[src/rtl/nes_cpu_bus_pkg.sv]
// Shared NES CPU bus definitions: register addresses, bus widths and the
// sprite-DMA state encoding.
package nes_cpu_bus_pkg;

    localparam int CPU_AW = 16;
    localparam int CPU_DW = 8;

    localparam logic [CPU_AW-1:0] NES_TRIG_ADDR = 16'h4014;
    localparam logic [CPU_AW-1:0] NES_OAM_ADDR  = 16'h2004;

    typedef enum logic [1:0] {
        ST_READY = 2'h0,
        ST_ALIGN = 2'h1,
        ST_READ  = 2'h2,
        ST_WRITE = 2'h3
    } sprdma_state_e;

endpackage

[src/rtl/sprdma_if.sv]
// CPU-side bus bundle for the sprite DMA: snooped CPU cycle inputs and the
// DMA's own bus-master outputs.
interface sprdma_if;
    import nes_cpu_bus_pkg::*;

    logic              cpu_ce_in;
    logic [CPU_AW-1:0] cpumc_a_in;
    logic [CPU_DW-1:0] cpumc_din_in;
    logic              cpumc_r_nw_in;
    logic              active_out;
    logic [CPU_AW-1:0] cpumc_a_out;
    logic [CPU_DW-1:0] cpumc_d_out;
    logic              cpumc_r_nw_out;

    modport slave (
        input  cpu_ce_in, cpumc_a_in, cpumc_din_in, cpumc_r_nw_in,
        output active_out, cpumc_a_out, cpumc_d_out, cpumc_r_nw_out
    );

    modport master (
        output cpu_ce_in, cpumc_a_in, cpumc_din_in, cpumc_r_nw_in,
        input  active_out, cpumc_a_out, cpumc_d_out, cpumc_r_nw_out
    );
endinterface

[src/rtl/sprdma.sv]
// OAM sprite DMA: on a CPU write of page P to the trigger address, copies P00-PFF
// into the PPU OAM data port. SPRDMA_ODD_ALIGN_EN adds an extra align cycle on odd triggers.
module sprdma
    import nes_cpu_bus_pkg::*;
#(
    parameter logic [CPU_AW-1:0] TRIG_ADDR = NES_TRIG_ADDR,
    parameter logic [CPU_AW-1:0] OAM_ADDR  = NES_OAM_ADDR
) (
    input  logic clk_in,
    input  logic rst_n_in,
    sprdma_if.slave bus
);

    sprdma_state_e     state_q, state_d;
    logic [7:0]        page_q,  page_d;
    logic [7:0]        idx_q,   idx_d;
    logic [CPU_DW-1:0] data_q,  data_d;
`ifdef SPRDMA_ODD_ALIGN_EN
    logic              parity_q, parity_d;
    logic              extra_q,  extra_d;
`endif

    always_comb begin
        state_d = state_q;
        page_d  = page_q;
        idx_d   = idx_q;
        data_d  = data_q;
`ifdef SPRDMA_ODD_ALIGN_EN
        parity_d = parity_q;
        extra_d  = extra_q;
`endif
        if (bus.cpu_ce_in) begin
`ifdef SPRDMA_ODD_ALIGN_EN
            parity_d = ~parity_q;
`endif
            case (state_q)
                ST_READY: begin
                    if (!bus.cpumc_r_nw_in && bus.cpumc_a_in == TRIG_ADDR) begin
                        state_d = ST_ALIGN;
                        page_d  = bus.cpumc_din_in;
                        idx_d   = 8'h00;
`ifdef SPRDMA_ODD_ALIGN_EN
                        extra_d = parity_q;
`endif
                    end
                end
                ST_ALIGN: begin
`ifdef SPRDMA_ODD_ALIGN_EN
                    // Odd-cycle trigger: burn one more align cycle before reading.
                    if (extra_q) extra_d = 1'b0;
                    else         state_d = ST_READ;
`else
                    state_d = ST_READ;
`endif
                end
                ST_READ: begin
                    data_d  = bus.cpumc_din_in;
                    state_d = ST_WRITE;
                end
                ST_WRITE: begin
                    idx_d   = idx_q + 8'd1;
                    state_d = (idx_q == 8'hFF) ? ST_READY : ST_READ;
                end
            endcase
        end
    end

    always_ff @(posedge clk_in or negedge rst_n_in) begin
        if (!rst_n_in) begin
            state_q <= ST_READY;
            page_q  <= 8'h00;
            idx_q   <= 8'h00;
            data_q  <= '0;
`ifdef SPRDMA_ODD_ALIGN_EN
            parity_q <= 1'b0;
            extra_q  <= 1'b0;
`endif
        end else begin
            state_q <= state_d;
            page_q  <= page_d;
            idx_q   <= idx_d;
            data_q  <= data_d;
`ifdef SPRDMA_ODD_ALIGN_EN
            parity_q <= parity_d;
            extra_q  <= extra_d;
`endif
        end
    end

    // Bus outputs depend on registered state only, so the CPU bus mux never sees a comb loop.
    always_comb begin
        bus.active_out     = (state_q != ST_READY);
        bus.cpumc_a_out    = '0;
        bus.cpumc_d_out    = '0;
        bus.cpumc_r_nw_out = 1'b1;
        case (state_q)
            ST_READ:  bus.cpumc_a_out = {page_q, idx_q};
            ST_WRITE: begin
                bus.cpumc_a_out    = OAM_ADDR;
                bus.cpumc_d_out    = data_q;
                bus.cpumc_r_nw_out = 1'b0;
            end
            default: ;
        endcase
    end

endmodule

[src/flat_wrapper.sv]
// flat-port wrapper written by rule: the top's interface ports become plain ports
module sprdma_flat import nes_cpu_bus_pkg::*;
#(
    parameter logic [CPU_AW-1:0] TRIG_ADDR = NES_TRIG_ADDR,
    parameter logic [CPU_AW-1:0] OAM_ADDR  = NES_OAM_ADDR
)
  (clk_in, rst_n_in, bus_cpu_ce_in, bus_cpumc_a_in, bus_cpumc_din_in, bus_cpumc_r_nw_in, bus_active_out, bus_cpumc_a_out, bus_cpumc_d_out, bus_cpumc_r_nw_out);
  sprdma_if bus_i ();
  input  logic clk_in;
  input  logic rst_n_in;
  input wire logic [$bits(bus_i.cpu_ce_in)-1:0] bus_cpu_ce_in;
  input wire logic [$bits(bus_i.cpumc_a_in)-1:0] bus_cpumc_a_in;
  input wire logic [$bits(bus_i.cpumc_din_in)-1:0] bus_cpumc_din_in;
  input wire logic [$bits(bus_i.cpumc_r_nw_in)-1:0] bus_cpumc_r_nw_in;
  output wire logic [$bits(bus_i.active_out)-1:0] bus_active_out;
  output wire logic [$bits(bus_i.cpumc_a_out)-1:0] bus_cpumc_a_out;
  output wire logic [$bits(bus_i.cpumc_d_out)-1:0] bus_cpumc_d_out;
  output wire logic [$bits(bus_i.cpumc_r_nw_out)-1:0] bus_cpumc_r_nw_out;
  assign bus_i.cpu_ce_in = bus_cpu_ce_in;
  assign bus_i.cpumc_a_in = bus_cpumc_a_in;
  assign bus_i.cpumc_din_in = bus_cpumc_din_in;
  assign bus_i.cpumc_r_nw_in = bus_cpumc_r_nw_in;
  assign bus_active_out = bus_i.active_out;
  assign bus_cpumc_a_out = bus_i.cpumc_a_out;
  assign bus_cpumc_d_out = bus_i.cpumc_d_out;
  assign bus_cpumc_r_nw_out = bus_i.cpumc_r_nw_out;
  sprdma #(.TRIG_ADDR(TRIG_ADDR), .OAM_ADDR(OAM_ADDR)) u_core (.clk_in(clk_in), .rst_n_in(rst_n_in), .bus(bus_i));
endmodule
[config.mk]
export PLATFORM = sky130hd
export DESIGN_NAME = sprdma_flat
export DESIGN_NICKNAME = d
export VERILOG_FILES = /design/src/rtl/nes_cpu_bus_pkg.sv /design/src/rtl/sprdma_if.sv /design/src/rtl/sprdma.sv /design/src/flat_wrapper.sv
export SDC_FILE = /design/constraint.sdc
export NUM_CORES = 1
export LEC_CHECK = 0
export CORE_MARGIN = 2
export CORE_UTILIZATION = 46
export CTS_BUF_LIST = sky130_fd_sc_hd__clkbuf_16
export DETAILED_ROUTE_END_ITERATION = 12
export GPL_TIMING_DRIVEN = 1
export HOLD_SLACK_MARGIN = 0.08
export PLACE_DENSITY = 0.85
export SYNTH_ARGS = -nofsm -noshare
export SYNTH_HDL_FRONTEND = slang
export SYNTH_SLANG_ARGS = --single-unit
[constraint.sdc]
create_clock -name clk_in -period 3.25 [get_ports clk_in]
set_input_delay 0.65 -clock clk_in [delete_from_list [all_inputs] [get_ports clk_in]]
set_output_delay 0.65 -clock clk_in [all_outputs]
set_load 0.03 [all_outputs]
==> metrics.md <==
| Metric | Value |
|---|---|
| Status | complete, no violations |
| Wire per inst | 15.8 µm |
| Area Growth Syn to Fin | 47.2% |
| Critical path peak fanout | 17 |
| Final setup violation count | 0 |
| Placed Instances | 210 |
| Post-synthesis sequential area ratio | 48.1% |
| Synth cell count leaders | 26 x dfrtp_1, 14 x and2_1, 14 x mux2_2 |
| Synth Area per Inst | 10.5 µm² |
| Pwr Density | 550 nW/µm² |
| Via/cell ratio | 5.52 |
| Worst endpoint required time | 2600 ps |
| Ys async rst share | 100% |
| Number of synthesized flops with an enable pin | 0 |
| Comb power frac | 35.2% |
| CTS tree | done |
| Slew @ Worst Pin | 568 ps |
| FF-to-FF Start | u_core.state_q[0] |
| Max Cap Viol | 0 |
| Io pins | 54 |
| Fraction of layout instances using a drive strength above 1 | 13.1% |
| Hold Path Class | reg2reg |
| Min Tclk post-route | 2940 ps |
| Crit path DAT | 2290 ps |
| First-pass DRT Iterations | 4 |
| RSZ-0062 raised after global routing | false |
| Die area | 3390 µm² |
| Routed Antenna Nets | 0 |
| Max Clk Rate | 340 MHz |
| Num rows | 19 |
| RePlAce Congestion | 0.766 |
| Starting Density | 48.7% |
| Leakage dissipation | 0.000870 µW |
| Launch point of the worst path | u_core.state_q[1] |
| Post-Layout Cell Count | 214 |
| CORE AREA | 2780 µm² |
| Die Wd | 58.3 µm |
| Post-Syn Area | 1350 µm² |
| Detailed Place HPWL | 2450 µm |
| CP Launch Type | register |
| Post-CTS sizing | 0 |
| Synth Flop Type | dfrtp_1 |
| Flop pwr share | 40.1% |
| CTS buffer count | 3 |
| Die Ht | 58.3 µm |
| Cell internal pwr | 735 µW |
| Slew headroom | 62.0% |
| Syn Inst Count | 129 |
| Crit end category | primary output |
| Yosys cell types | 32 |
| Sw power | 362 µW |
| Postcts setup bufs | 0 |
| Initial antenna violation count | 0 |
| Post-route setup TNS | 0 ps |
| Hold path start | u_core.page_q[1] |
| # fillers | 191 |
| Ys Warns | 0 |
| Worst-path clk slew | 60 ps |
| Clock Latency Late Sink | 260 ps |
| Final #Nets | 213 |
| Drt initial violations | 45 |
| Tcrit/Tclk final | 90.5% |
| Synth area leader | dfrtp_1 |
| CTS hold repair buffers | 0 |
| Synthesized Nets | 158 |
| Final Max Tran Viols | 0 |
| H-tree Lvls | 1 |
| Post-route clock skew | 3.32 ps |
| Max Root-Sink Buffers | 2 |
| Vias in the first global route | 1181 |
| Clk sinks | 26 |
| Most common cell in the netlist | dfrtp_1 |
| CP Class | reg2out |
| # diodes | 0 |
| Synth top area share | 48.1% |
| Clock share of power | 24.7% |
| Max rail drop VDD | 0.423 mV |
| Ranking of synthesized cells by area | dfrtp_1 48%, mux2_2 12%, and2_1 6.5%, and3_1 5.1%, nand2_1 3.6% |
| Drc violations | 0 |
| DR vias | 1182 |
| Port buffer count | 53 |
| Seq cells post-synth | 26 |
| Total grt overflow | 0 |
| Largest net degree at the start of global routing | 27 |
| First-pass GRT wire length | 5530 µm |
| WL final | 3380 µm |
| Switching share of total power | 33.0% |
| Final hold violation count | 0 |
| Post-layout util | 71.7% |
| Root Driver | clkbuf_16 |
| Total Routing Usage GR | 21.7% |
layer usage:
| metal | wire length (µm) | up-vias | global-route usage (%) |
|---|---|---|---|
| met3 | 256 | 2 | 3.57 |
| met5 | 0 | - | 0 |
| met4 | 16 | 0 | 6.31 |
| li1 | - | 566 | - |
| met2 | 1740 | 47 | 38.6 |
| met1 | 1370 | 567 | 27.0 |
registers in the layout, summed over array words and instances, names as in the netlist:
register,count
u_core.data_q,8
u_core.idx_q,8
u_core.page_q,8
u_core.state_q,2
layout by cell type (no fill, tap or decap):
cell type        count
nor3_4               1
mux2_4               2
nor2_1               5
and2_1              14
xor2_1               1
ha_1                 1
clkdlybuf4s50_1     53
or2_2                1
nor3b_1              1
nor4_1               2
o211ai_1             4
nor4b_1              1
buf_4                3
nor2b_1              2
inv_1                1
o21bai_1             1
or3_1                2
mux2_2              14
or4_1                1
clkbuf_16            3
o21ai_0              4
clkinv_1             1
nand4_1              2
a21oi_1              2
nand3_1              5
and2b_1              1
o21a_1               2
o221ai_1             1
dfrtp_1             26
nand2_1             13
nor3_1               1
nor4bb_1             1
and3_1              11
worst max-delay path: stages, from the launching register on:
cell             delay (ps)
dfrtp_1                 650
and2b_1                 480
and2_1                  210
clkdlybuf4s50_1         690
final cells by class:
type	count	area [µm²]	area share (%)
Clock buffer	3	75.1	3.77
Inverter	1	3.75	0.188
Timing Repair Buffer	56	553	27.7
Tap cell	31	38.8	1.95
Clock inverter	1	3.75	0.188
Multi-Input combinational cell	96	668	33.5
Sequential cell	26	651	32.6
power by group through the flow:
stage	clock network (µW)	registers, µW	logic [µW]
after floorplan	0	427	220
after global routing	292	449	415
after global placement	0	434	375
final	271	439	386
after detailed placement	0	442	386
after CTS	277	438	390
cell families (layout without fill, tap and decap cells):
family / Yosys count / in the layout / synth area share (%)
buffers and inverters: 7 / 61 / 2.59
flip-flops: 26 / 26 / 48.1
adder cells (fa/ha/maj): 1 / 1 / 0.924
multiplexers: 16 / 16 / 13.9
AO/OA/AOI/OAI: 14 / 14 / 6.75
XOR/XNOR: 1 / 1 / 0.647
AND/OR/NAND/NOR: 64 / 64 / 27.2
worst paths after layout:
path / endpoint / slack (ps) / cells after the start
min in group asynchronous: u_core.data_q[4] / 760 / 2
worst max-delay path: bus_cpumc_a_out[9] / 310 / 3
worst min-delay path: u_core.page_q[1] / 500 / 1
max in group asynchronous: u_core.data_q[1] / 2240 / 2
worst min register to register: u_core.page_q[1] / 500 / 1
worst max register to register: u_core.page_q[2] / 1150 / 5
metrics by stage:
stage | cell area [µm²] | total power, µW | setup slack (ps) | hold slack (ps)
4_1_cts | 1990 | 1110 | 291 | 502
2_1_floorplan | 1350 | 647 | 1220 | 354
3_3_place_gp | 1910 | 809 | 578 | 481
3_5_place_dp | 1910 | 828 | 505 | 486
6_report | 1990 | 1100 | 309 | 500
5_1_grt | 1990 | 1160 | 190 | 511
No activity file was read; power rests on OpenSTA's default activity.
